--- config.mk ---
export PLATFORM = sky130hd
export DESIGN_NAME = writeback_stage_flat
export DESIGN_NICKNAME = d
export VERILOG_FILES = /design/src/rtl/writeback_stage_if.sv /design/src/rtl/writeback_stage.sv /design/src/flat_wrapper.sv
export SDC_FILE = /design/constraint.sdc
export NUM_CORES = 1
export LEC_CHECK = 0
export ABC_AREA = 1
export BUFFER_PORTS_ARGS = -buffer_cell sky130_fd_sc_hd__buf_4
export CORE_ASPECT_RATIO = 0.5
export CORE_MARGIN = 4
export CORE_UTILIZATION = 52
export DETAILED_ROUTE_END_ITERATION = 8
export PLACE_DENSITY_LB_ADDON = 0.15
export SKIP_CTS_REPAIR_TIMING = 1
export SLEW_MARGIN = 15
export SYNTH_ARGS = -nofsm -noshare
export SYNTH_HDL_FRONTEND = slang
export SYNTH_SLANG_ARGS = --single-unit
--- constraint.sdc ---
create_clock -name clk -period 3.4 [get_ports clk]
set_input_delay 0.85 -clock clk [delete_from_list [all_inputs] [get_ports clk]]
set_output_delay 0.85 -clock clk [all_outputs]
set_load 0.02 [all_outputs]
--- src/rtl/writeback_stage_if.sv ---
// Memory-stage to writeback-stage bundle: captured stage inputs plus
// register-file write port and forwarding outputs.
interface writeback_stage_if;
  logic        valid_in;
  logic [15:0] ir_in;
  logic [15:0] alu_out_in;
  logic [15:0] mem_data_in;
  logic [15:0] pc_inc_in;
  logic        rf_write_in;
  logic        ccr_write_in;
  logic        carry_in;
  logic        zero_in;

  logic        rf_we;
  logic [2:0]  rf_wa;
  logic [15:0] rf_wd;
  logic        r7_write;
  logic [15:0] ir_out;
  logic        ccr_write_out;
  logic        valid_out;

  modport master (
    output valid_in, ir_in, alu_out_in, mem_data_in, pc_inc_in,
           rf_write_in, ccr_write_in, carry_in, zero_in,
    input  rf_we, rf_wa, rf_wd, r7_write, ir_out, ccr_write_out, valid_out
  );

  modport slave (
    input  valid_in, ir_in, alu_out_in, mem_data_in, pc_inc_in,
           rf_write_in, ccr_write_in, carry_in, zero_in,
    output rf_we, rf_wa, rf_wd, r7_write, ir_out, ccr_write_out, valid_out
  );
endinterface

--- src/rtl/writeback_stage.sv ---
// RISC15 writeback stage: registers memory-stage results, drives the
// register-file write port and retires the architectural carry/zero flags.
module writeback_stage (
  input  logic              clk,
  input  logic              reset,
  input  logic              stall,
  input  logic              flush,
  writeback_stage_if.slave  wb,
  output logic              carry_flag,
  output logic              zero_flag
);

  typedef enum logic [3:0] {
    OP_ADD = 4'b0000,
    OP_ADI = 4'b0001,
    OP_NDU = 4'b0010,
    OP_LHI = 4'b0011,
    OP_LW  = 4'b0100,
    OP_SW  = 4'b0101,
    OP_LM  = 4'b0110,
    OP_SM  = 4'b0111,
    OP_JAL = 4'b1000,
    OP_JLR = 4'b1001,
    OP_BEQ = 4'b1100
  } opcode_e;

  typedef enum logic [1:0] {
    WD_ALU,
    WD_MEM,
    WD_PC
  } wd_sel_e;

  logic        valid_q;
  logic [15:0] ir_q;
  logic [15:0] alu_q;
  logic [15:0] mem_q;
  logic [15:0] pc_inc_q;
  logic        rf_write_q;
  logic        ccr_write_q;
  logic        carry_q;
  logic        zero_q;

  opcode_e     opcode;
  logic        op_writes;
  logic [2:0]  dest;
  wd_sel_e     wd_sel;
  logic        live;
  logic        we;
  logic        advance;

  // Flush outranks stall, so a flushed stage still advances and retires its holder.
  assign advance = flush | ~stall;

  always_ff @(posedge clk) begin
    if (reset) begin
      valid_q     <= 1'b0;
      ir_q        <= '0;
      alu_q       <= '0;
      mem_q       <= '0;
      pc_inc_q    <= '0;
      rf_write_q  <= 1'b0;
      ccr_write_q <= 1'b0;
      carry_q     <= 1'b0;
      zero_q      <= 1'b0;
    end else if (advance) begin
      valid_q     <= wb.valid_in & ~flush;
      ir_q        <= wb.ir_in;
      alu_q       <= wb.alu_out_in;
      mem_q       <= wb.mem_data_in;
      pc_inc_q    <= wb.pc_inc_in;
      rf_write_q  <= wb.rf_write_in;
      ccr_write_q <= wb.ccr_write_in;
      carry_q     <= wb.carry_in;
      zero_q      <= wb.zero_in;
    end
  end

  assign opcode = opcode_e'(ir_q[15:12]);

  always_comb begin
    op_writes = 1'b0;
    dest      = ir_q[11:9];
    wd_sel    = WD_ALU;
    case (opcode)
      OP_ADD, OP_NDU: begin
        op_writes = 1'b1;
        dest      = ir_q[5:3];
      end
      OP_ADI: begin
        op_writes = 1'b1;
        dest      = ir_q[8:6];
      end
      OP_LHI: op_writes = 1'b1;
      OP_LW: begin
        op_writes = 1'b1;
        wd_sel    = WD_MEM;
      end
      OP_JAL, OP_JLR: begin
        op_writes = 1'b1;
        wd_sel    = WD_PC;
      end
      default: op_writes = 1'b0;
    endcase
  end

  // The write port is gated by reset so nothing is written in the reset cycle.
  assign live = valid_q & ~reset;
  assign we   = live & rf_write_q & op_writes;

  always_comb begin
    case (wd_sel)
      WD_MEM:  wb.rf_wd = mem_q;
      WD_PC:   wb.rf_wd = pc_inc_q;
      default: wb.rf_wd = alu_q;
    endcase
  end

  assign wb.rf_we         = we;
  assign wb.rf_wa         = dest;
  assign wb.r7_write      = we & (dest == 3'd7);
  assign wb.ir_out        = ir_q;
  assign wb.ccr_write_out = live & ccr_write_q;
  assign wb.valid_out     = live;

  // Flags retire from the stage register on the edge the instruction leaves.
  always_ff @(posedge clk) begin
    if (reset) begin
      carry_flag <= 1'b0;
      zero_flag  <= 1'b0;
    end else if (advance && valid_q && ccr_write_q) begin
      case (opcode)
        OP_ADD, OP_ADI: begin
          carry_flag <= carry_q;
          zero_flag  <= zero_q;
        end
        OP_NDU: zero_flag <= zero_q;
        OP_LW:  zero_flag <= (mem_q == '0);
        default: begin
          carry_flag <= carry_flag;
          zero_flag  <= zero_flag;
        end
      endcase
    end
  end

endmodule

--- src/flat_wrapper.sv ---
// flat-port wrapper written by rule: the top's interface ports become plain ports
module writeback_stage_flat 
  (clk, reset, stall, flush, carry_flag, zero_flag, wb_valid_in, wb_ir_in, wb_alu_out_in, wb_mem_data_in, wb_pc_inc_in, wb_rf_write_in, wb_ccr_write_in, wb_carry_in, wb_zero_in, wb_rf_we, wb_rf_wa, wb_rf_wd, wb_r7_write, wb_ir_out, wb_ccr_write_out, wb_valid_out);
  writeback_stage_if wb_i ();
  input  logic clk;
  input  logic reset;
  input  logic stall;
  input  logic flush;
  output logic carry_flag;
  output logic zero_flag;
  input wire logic [$bits(wb_i.valid_in)-1:0] wb_valid_in;
  input wire logic [$bits(wb_i.ir_in)-1:0] wb_ir_in;
  input wire logic [$bits(wb_i.alu_out_in)-1:0] wb_alu_out_in;
  input wire logic [$bits(wb_i.mem_data_in)-1:0] wb_mem_data_in;
  input wire logic [$bits(wb_i.pc_inc_in)-1:0] wb_pc_inc_in;
  input wire logic [$bits(wb_i.rf_write_in)-1:0] wb_rf_write_in;
  input wire logic [$bits(wb_i.ccr_write_in)-1:0] wb_ccr_write_in;
  input wire logic [$bits(wb_i.carry_in)-1:0] wb_carry_in;
  input wire logic [$bits(wb_i.zero_in)-1:0] wb_zero_in;
  output wire logic [$bits(wb_i.rf_we)-1:0] wb_rf_we;
  output wire logic [$bits(wb_i.rf_wa)-1:0] wb_rf_wa;
  output wire logic [$bits(wb_i.rf_wd)-1:0] wb_rf_wd;
  output wire logic [$bits(wb_i.r7_write)-1:0] wb_r7_write;
  output wire logic [$bits(wb_i.ir_out)-1:0] wb_ir_out;
  output wire logic [$bits(wb_i.ccr_write_out)-1:0] wb_ccr_write_out;
  output wire logic [$bits(wb_i.valid_out)-1:0] wb_valid_out;
  assign wb_i.valid_in = wb_valid_in;
  assign wb_i.ir_in = wb_ir_in;
  assign wb_i.alu_out_in = wb_alu_out_in;
  assign wb_i.mem_data_in = wb_mem_data_in;
  assign wb_i.pc_inc_in = wb_pc_inc_in;
  assign wb_i.rf_write_in = wb_rf_write_in;
  assign wb_i.ccr_write_in = wb_ccr_write_in;
  assign wb_i.carry_in = wb_carry_in;
  assign wb_i.zero_in = wb_zero_in;
  assign wb_rf_we = wb_i.rf_we;
  assign wb_rf_wa = wb_i.rf_wa;
  assign wb_rf_wd = wb_i.rf_wd;
  assign wb_r7_write = wb_i.r7_write;
  assign wb_ir_out = wb_i.ir_out;
  assign wb_ccr_write_out = wb_i.ccr_write_out;
  assign wb_valid_out = wb_i.valid_out;
  writeback_stage u_core (.clk(clk), .reset(reset), .stall(stall), .flush(flush), .wb(wb_i), .carry_flag(carry_flag), .zero_flag(zero_flag));
endmodule
**Word-level counts from Yosys, hierarchy flattened**

Cells that the tools add are included.

- Bits of input ports: 73
- Flip-flop bits (word level): 71
- Word-level logic and storage cells: 47

- Reductions and logical operators: 12
- Muxes and demuxes: 5
- Equality and inequality tests: 9
- Bitwise gates (word level): 10

Operator list:

| kind | count |
|---|---|
| $pmux W16 S2 | 1 |
| $logic_not A16 Y1 | 1 |
| $eq A4 B2 Y1 const B | 2 |
| $eq A4 B4 Y1 const B | 2 |
| $reduce_or A7 Y1 | 1 |
| $and A1 B1 Y1 | 6 |
| $pmux W3 S2 | 1 |
| $reduce_or A2 Y1 | 3 |
| $eq A4 B1 Y1 const B | 1 |
| $eq A4 B3 Y1 const B | 1 |
| $logic_not A4 Y1 | 1 |
| $pmux W2 S2 | 1 |
| $reduce_and A2 Y1 | 2 |
| $eq A3 B3 Y1 const B | 1 |
| $not A1 Y1 | 3 |
| $reduce_or A3 Y1 | 1 |
| $eq A2 B1 Y1 const B | 1 |
| $eq A2 B2 Y1 const B | 1 |
| $logic_and A1 B1 Y1 | 2 |
| $pmux W1 S2 | 1 |
| $reduce_bool A2 Y1 | 1 |
| $mux W1 | 1 |
| $or A1 B1 Y1 | 1 |

**Logic depth before layout (Yosys ltp)**

Gate-level depths: netlist of the first run.

- Word-level depth: 5
- Depth in mapped cells: 8
- Mapped depth without buffers: 8

**Worst setup path before layout of the first run**

Ideal clock, no wire load.

- Path kind: input -> output
- Start point: input port reset
- End point: output port wb_r7_write
- Stages on the path: 5
- Path slack: 0.608 ns
- Arrival time: 1.942 ns
- Buffers on the path: 0
- Data required time: 2.550 ns
- Cell sequence: nor2_1 -> nand2_1 -> a21oi_2 -> nand2_1 -> nor2_1

- Longest elaborated chain between the ends: 5

RTL lines:

| item | RTL line | RTL |
|---|---|---|
| from (decl) | flat_wrapper.sv:6 | `input logic reset;` |
| $not A1 Y1 | writeback_stage.sv:107 | `assign live = valid_q & ~reset;` |
| $and A1 B1 Y1 | writeback_stage.sv:107 |  |
| $and A1 B1 Y1 (2 in series) | writeback_stage.sv:108 | `assign we = live & rf_write_q & op_writes;` |
| via wb_rf_we | flat_wrapper.sv:20 | `output wire logic [$bits(wb_i.rf_we)-1:0] wb_rf_we;` |
| $and A1 B1 Y1 | writeback_stage.sv:120 | `assign wb.r7_write = we & (dest == 3'd7);` |
| to (decl) | flat_wrapper.sv:23 | `output wire logic [$bits(wb_i.r7_write)-1:0] wb_r7_write;` |

The timed path passes the listed nets, and every way through them passes these cells.

**Worst setup path after layout of the first run**

- Start point: register u_core.ir_q[15], in the netlist u_core.wb.ir_out[15]
- End point: output port wb_rf_wd[7]

- Longest elaborated chain between the ends: 5
- Elaborated cells between the ends (all ways): 8
- Classes of those cells: eq/ne: 5; mux: 2; reduce/logical: 1

RTL lines:

| item | RTL line | RTL |
|---|---|---|
| from (decl) | writeback_stage.sv:34 | `logic [15:0] ir_q;` |
| from (signal assigned) | writeback_stage.sv:67 | `ir_q <= wb.ir_in;` |
| $eq A4 B4 Y1 | writeback_stage.sv:84 | `case (opcode)` |
| $reduce_or A2 Y1 | -- |  |
| $pmux W2 S2 (*) | writeback_stage.sv:84 |  |
| $eq A2 B2 Y1 / $eq A2 B1 Y1 (equally long branches) | writeback_stage.sv:111 | `case (wd_sel)` |
| $pmux W16 S2 (*) | writeback_stage.sv:111 |  |
| to (decl) | flat_wrapper.sv:22 | `output wire logic [$bits(wb_i.rf_wd)-1:0] wb_rf_wd;` |

Mark *: on every way between the ends. The rest lies on a longest branch, timed or not.

==> metrics.md, run 1 <==
| Metric | Value |
|---|---|
| Slew Limit Headroom | `0.598` |
| Die Area | `0.00716 mm²` |
| Cell at the root of the clock tree | `sky130_fd_sc_hd__clkbuf_16` |
| GRT Resource Usage Total | `0.232` |
| Pin count of the biggest net entering global routing | `72` |
| Sum of routed wire segments on met1 | `4050 µm` |
| Required time of the critical path | `2550 ps` |
| Number of DRC markers in iteration 0 | `270` |
| Total nets after synthesis | `512` |
| Pwr/cell area | `581 mW/mm²` |
| CTS Buffer Depth | `2` |
| Commonest cells after routing, fill and taps aside | `sky130_fd_sc_hd__nor2_1 (165), sky130_fd_sc_hd__buf_4 (116), sky130_fd_sc_hd__dfxtp_1 (71)` |
| Average cell area after synthesis | `6.90 µm²` |
| Hold crit path type | `flop to flop` |
| Detail Route Antenna Nets | `0` |
| Slew Viols, Final | `0` |
| Top metal layer carrying routed signals | `met4` |
| Min-Delay Startpoint | `u_core.valid_q$_SDFFE_PP0N_` |
| Number of placed I/O pins | `114` |
| Launching instance or port of the critical path | `u_core.wb.ir_out[15]$_SDFFE_PP0N_` |
| Element type at the critical path start | `flop` |
| Placed cell count | `599` |
| Cell count after synthesis | `437` |
| Startpoint of the worst register-to-register path | `u_core.wb.ir_out[14]$_SDFFE_PP0N_` |
| Setup Slack @ Placement | `755 ps` |
| Yosys cell types | `22` |
| Post-layout instance count excluding filler cells | `615` |
| Layout cell share with drive strength beyond 1 | `0.266` |
| Via-per-instance ratio | `5.09` |
| Area after detailed placement | `0.00387 mm²` |
| Max stage delay on crit path | `420 ps` |
| Number of antenna violations at the first check in global routing | `0` |
| Kind of capture point of the worst setup path | `primary output` |
| Final hold slack | `495 ps` |
| IR drop worst, VDD | `0.414 mV` |
| Unrepaired setup endpoints after global routing | `no` |
| Most used cell, CP | `sky130_fd_sc_hd__inv_2` |
| Seq cells post-synth | `71` |
| First-pass GRT wire length | `12800 µm` |
| Maximum clock frequency | `329 MHz` |
| Floorplan die width | `116 µm` |
| H-tree lvl count | `3` |
| Vias in the first global route | `2695` |
| TritonCTS Sinks | `71` |
| Later-pin clock latency in the skew report | `330 ps` |
| Die Y-Extent | `61.9 µm` |
| Slack of the critical path | `360 ps` |
| Clock tree from TritonCTS | `done` |
| Synth-to-Final Area Change | `39.8%` |
| Outcome | `finished, final reports clean` |
| Final instance area | `0.00422 mm²` |
| Clock slew seen by the registers of the worst setup and hold paths | `60 ps` |
| Average routed wire per standard cell | `13.8 µm` |
| Cell chain of the critical path | `inv_2 -> nor3_1 -> ha_1 -> inv_2 -> nor2_1 -> a21oi_1 -> buf_4` |
| Critical path fanouts, max | `16` |
| Seq/Total Area, Yosys | `0.471` |
| Worst-case clock skew | `2.98 ps` |
| Final period utilization | `0.894` |
| Cell Rows | `19` |
| Reported max-cap violation count | `0` |
| Overflow after GRT | `0` |
| Estimated wirelength of the detail-placed design | `5740 µm` |
| Start-to-end type of the worst setup path | `flop to primary output` |
| Number of inserted filler cells in the final layout | `454` |
| Sequential Area | `0.00142 mm²` |
| Met2 WL post-DR | `3700 µm` |
| Master of the slowest instance on the critical path | `sky130_fd_sc_hd__dfxtp_1` |
| Initial Util | `0.545` |
| Number of endpoints failing setup at the final stage | `0` |
| Most common cell after layout, fill and taps aside | `sky130_fd_sc_hd__nor2_1` |
| Count of warnings emitted by yosys | `0` |
| Detailed-route DRC error count | `0` |
| Hold violation count in the final report | `0` |
| Leakage power | `1.95 nW` |
| Net total in the final layout | `612` |
| Antenna cells | `0` |
| Final GP Congestion | `0.865` |
| Drt total wl | `8480 µm` |
| Count of TritonRoute iterations in the first routing pass | `4` |
| Transition at the pin with the smallest max-transition slack | `603 ps` |
| Met3 WL post-DR | `688 µm` |
| Post-layout min period | `3040 ps` |
| Core box area | `0.00554 mm²` |
| Via Count | `3133` |
| CTS buffer count | `9` |
| Port bufs | `113` |
| Mapped Area | `0.00302 mm²` |
| Area occupied by multi-input gates | `0.00143 mm²` |
| Arr. time, crit path | `2190 ps` |
| Sum Neg Setup Slack | `0 ps` |
==> through the flow <==
stage / util / power, mW
6_report: 0.761 / 2.45
4_1_cts: 0.761 / 2.46
3_3_place_gp: 0.699 / 1.37
2_1_floorplan: - / 1.18
5_1_grt: 0.761 / 2.54
3_5_place_dp: 0.699 / 1.37
==> worst max-delay path: cells and delay by family (launching register included) <==
kind	cells	cell delay (ps)
compound gates	1	160
fa+ha+maj	1	400
buf+inv	3	550
flops	1	420
simple gates	2	320
==> Yosys cell counts, drive strengths merged <==
| cell | n | share of area |
|---|---|---|
| nand3 | 6 | 0.013 |
| o211ai | 1 | 0.0025 |
| inv | 11 | 0.014 |
| nand4 | 4 | 0.0083 |
| o21ai | 69 | 0.11 |
| clkbuf | 11 | 0.014 |
| nor2 | 167 | 0.21 |
| nor3 | 3 | 0.0050 |
| nand2 | 38 | 0.048 |
| dfxtp | 71 | 0.47 |
| a21oi | 36 | 0.061 |
| o21bai | 1 | 0.0025 |
| ha | 2 | 0.0083 |
| buf | 17 | 0.029 |
==> registers in the layout, summed over array words and instances, names as in the netlist <==
name / cells
u_core.carry_flag: 1
u_core.pc_inc_q: 16
u_core.ccr_write_q: 1
u_core.zero_q: 1
u_core.alu_q: 16
u_core.carry_q: 1
u_core.wb.ir_out: 16
u_core.mem_q: 16
u_core.valid_q: 1
u_core.zero_flag: 1
u_core.rf_write_q: 1
==> per-layer routing <==
metal  vias up  track usage
li1       1622            -
met1      1421        0.312
met4         0       0.0512
met5         -            0
met3         7       0.0870
met2        83        0.363
==> final cells by class <==
type,instances,area share
clock inverters,6,0.0255
repair buffers,117,0.211
flip-flops and latches,71,0.337
multi-input cells,327,0.338
well taps,73,0.0217
inverters,11,0.00979
clock buffers,10,0.0567
==> final timing paths <==
kind	end	slack (ps)	depth (start not counted)
worst max register to register	u_core.zero_flag$_SDFFE_PP0P_	2220	7
worst min-delay path	u_core.valid_q$_SDFFE_PP0N_	490	2
worst min register to register	u_core.valid_q$_SDFFE_PP0N_	490	2
worst max-delay path	wb_rf_wd[7]	360	7
==> power by group <==
part / internal (mW) / total [mW] / switching (mW)
Combinational: 0.187 / 0.428 / 0.240
Sequential: 0.892 / 0.936 / 0.0432
Clock: 0.733 / 1.09 / 0.352
Total: 1.81 / 2.45 / 0.636
==> logic make-up (layout without fill, tap and decap cells) <==
family                   count (synthesis)  after routing  share of synthesized area
flip-flops                              71             71                      0.471
adder cells (fa/ha/maj)                  2              2                    0.00829
AND/OR/NAND/NOR                        218            218                      0.284
buffers and inverters                   39            144                     0.0560
AO/OA/AOI/OAI                          107            107                      0.180
Note: power is estimated with default switching activity, not from simulation.
==> inputs of run 2 (changes only) <==
--- a/config.mk
+++ b/config.mk
@@ -8,8 +8,8 @@
 export ABC_AREA = 1
 export BUFFER_PORTS_ARGS = -buffer_cell sky130_fd_sc_hd__buf_4
 export CORE_ASPECT_RATIO = 0.5
-export CORE_MARGIN = 4
-export CORE_UTILIZATION = 52
+export CORE_MARGIN = 1.5
+export CORE_UTILIZATION = 44
 export DETAILED_ROUTE_END_ITERATION = 8
 export PLACE_DENSITY_LB_ADDON = 0.15
 export SKIP_CTS_REPAIR_TIMING = 1
==> constraint.sdc (replaced) <==
create_clock -name clk -period 2.7 [get_ports clk]
set_input_delay 0.675 -clock clk [delete_from_list [all_inputs] [get_ports clk]]
set_output_delay 0.675 -clock clk [all_outputs]
set_load 0.02 [all_outputs]
==> run 2 against run 1 <==
Register-to-register slack got worse by 630 ps. Clock skew fell by 0.58 ps. Utilization fell by 12 points. Combinational power rose by 30%. Global-route usage rose by 0.87 points. Routed wire length rose by 1.3%. Sequential share of layout area fell by 0.33 points. First-iteration DRC count fell by 40%. Critical endpoint is now wb_rf_wd[8].
==> metrics.md, run 2 (same netlist as run 1, synthesis figures left out) <==
| Metric | Value |
|---|---|
| Outcome | `finished, final reports clean` |
| Overall power consumption | `2.84 mW (+16%)` |
| GRT Resource Usage Total | `0.241 (+0.00869)` |
| Min-Delay Startpoint | `u_core.valid_q$_SDFFE_PP0N_` |
| Top metal layer carrying routed signals | `met4` |
| Worst-case clock skew | `2.40 ps (-0.582 ps)` |
| Arr. time, crit path | `1950 ps (-240 ps)` |
| Start-to-end type of the worst setup path | `flop to primary output` |
| Number of inserted filler cells in the final layout | `627 (+38%)` |
| Max stage delay on crit path | `400 ps (-20 ps)` |
| Via-per-instance ratio | `4.96 (-2.6%)` |
| First-pass GRT wire length | `13400 µm (+5.1%)` |
| Leakage power | `1.96 nW (+0.40%)` |
| TritonCTS Sinks | `71 (unchanged)` |
| Maximum clock frequency | `381 MHz` |
| Kind of capture point of the worst setup path | `primary output` |
| Required time of the critical path | `2030 ps (-520 ps)` |
| Via Count | `3171 (+1.2%)` |
| Sequential share of power | `0.414 (+0.032)` |
| Setup Slack @ Placement | `387 ps (-368 ps)` |
| Launching instance or port of the critical path | `u_core.wb.ir_out[15]$_SDFFE_PP0N_` |
| Net switching share of the total power | `0.274 (+0.0140)` |
| Commonest cells after routing, fill and taps aside | `sky130_fd_sc_hd__nor2_1 (165), sky130_fd_sc_hd__buf_4 (120), sky130_fd_sc_hd__dfxtp_1 (70)` |
| IR drop worst, VDD | `0.421 mV (+1.8%)` |
| Cell at the root of the clock tree | `sky130_fd_sc_hd__clkbuf_16` |
| Detail Route Antenna Nets | `0 (unchanged)` |
| Combinational cell fraction of total power | `0.196 (+0.021)` |
| Final GP Congestion | `0.774 (-11%)` |
| Pin count of the biggest net entering global routing | `60 (-17%)` |
| Layout cell share with drive strength beyond 1 | `0.272 (+0.00671)` |
| Die Area | `0.00739 mm² (+3.3%)` |
| Number of endpoints failing setup at the final stage | `0 (unchanged)` |
| Sum of routed wire segments on met1 | `3880 µm (-4.2%)` |
| Count of TritonRoute iterations in the first routing pass | `4 (unchanged)` |
| Startpoint of the worst register-to-register path | `u_core.wb.ir_out[15]$_SDFFE_PP0N_` |
| Kind of cell adding the most delay to the critical path | `buffers and inverters` |
| Internal power | `2.07 mW (+14%)` |
| Net switching power figure | `0.778 mW (+22%)` |
| Element type at the critical path start | `flop` |
| Pwr/cell area | `667 mW/mm² (+15%)` |
| Unrepaired setup endpoints after global routing | `no` |
| Port bufs | `113 (unchanged)` |
| Cell Rows | `21 (+2)` |
| Floorplan die width | `120 µm (+3.8%)` |
| CP Buf/Inv Count | `3 (unchanged)` |
| Sequential Area | `0.00142 mm² (about the same)` |
| Share of power burned in the clock network | `0.390 (-0.053)` |
| Most common cell after layout, fill and taps aside | `sky130_fd_sc_hd__nor2_1` |
| Sum Neg Setup Slack | `0 ps (unchanged)` |
| Transition at the pin with the smallest max-transition slack | `544 ps (-58.7 ps)` |
| Slack of the critical path | `76.9 ps (-283 ps)` |
| Vias in the first global route | `2853 (+5.9%)` |
| Die Y-Extent | `61.6 µm (-0.49%)` |
| Estimated wirelength of the detail-placed design | `5750 µm (+0.28%)` |
| Met2 WL post-DR | `3760 µm (+1.5%)` |
| Antenna cells | `0 (unchanged)` |
| Initial Util | `0.454 (-0.0908)` |
| Core box area | `0.00665 mm² (+20%)` |
| Net total in the final layout | `618 (+0.98%)` |
| Master of the slowest instance on the critical path | `sky130_fd_sc_hd__dfxtp_1` |
| Drt total wl | `8580 µm (+1.3%)` |
| H-tree lvl count | `3 (unchanged)` |
| Reported max-cap violation count | `0 (unchanged)` |
| Number of DRC markers in iteration 0 | `161 (-40%)` |
| Cell chain of the critical path | `inv_2 -> nor3_2 -> ha_4 -> buf_4 -> a21oi_1 -> a21oi_1 -> buf_4` |
| CTS Buffer Depth | `2 (unchanged)` |
| Slew Viols, Final | `0 (unchanged)` |
| Hold crit path type | `flop to flop` |
| Slew Limit Headroom | `0.637 (+0.0391)` |
| Detailed-route DRC error count | `0 (unchanged)` |
| Clock tree from TritonCTS | `done` |
| Number of placed I/O pins | `114 (unchanged)` |
| Critical path fanouts, max | `16 (unchanged)` |
| Average routed wire per standard cell | `13.4 µm (-2.5%)` |
| Clock slew seen by the registers of the worst setup and hold paths | `50 ps (about the same)` |
| Later-pin clock latency in the skew report | `330 ps (about the same)` |
| Final period utilization | `0.972` |
| Met3 WL post-DR | `794 µm (+15%)` |
| Number of antenna violations at the first check in global routing | `0 (unchanged)` |
| Hold violation count in the final report | `0 (unchanged)` |
| Overflow after GRT | `0 (unchanged)` |
| Area occupied by multi-input gates | `0.00145 mm² (+1.8%)` |
| CTS buffer count | `9 (unchanged)` |
| Synth-to-Final Area Change | `41.3%` |
| Post-layout min period | `2620 ps` |
-- run 2: power by group through the flow --
stage | logic (mW) | clock network [mW] | registers, mW
after floorplan | 0.287 | 0 | 1.20
after global placement | 0.544 | 0 | 1.20
after detailed placement | 0.549 | 0 | 1.19
after CTS | 0.552 | 1.13 | 1.17
after global routing | 0.613 | 1.18 | 1.19
final | 0.558 | 1.11 | 1.18
-- run 2: cell type report --
class                      count  area share
inverter                      11      0.0103
multi-input combinational    327       0.340
tap                           92      0.0270
clock buffer                  15      0.0652
timing repair buffer         123       0.223
sequential                    71       0.334
-- run 2: final timing paths --
kind,end,slack (ps),cells past startpoint
max,wb_rf_wd[8],80,7
min reg2reg,u_core.valid_q$_SDFFE_PP0N_,480,2
min,u_core.valid_q$_SDFFE_PP0N_,480,2
max reg2reg,u_core.zero_flag$_SDFFE_PP0P_,1590,6
-- run 2: through the flow --
stage	std cells	hold WS, ps	cell area, µm²	utilization
finish	639	482	4260	0.641
global route	639	519	4260	0.641
CTS	639	477	4230	0.636
detailed placement	624	470	3950	0.595
global placement	624	472	3950	0.595
floorplan	437	451	3020	-
-- run 2: worst min-delay path: stages (launching register included) --
cell	delay [ps]
sky130_fd_sc_hd__dfxtp_1	330
sky130_fd_sc_hd__inv_2	60
sky130_fd_sc_hd__a21oi_1	50
-- run 2: layer usage --
layer,global-route usage,vias up
li1,-,1625
met1,0.299,1421
met2,0.376,110
met3,0.0991,15
met4,0.109,0
met5,0,-
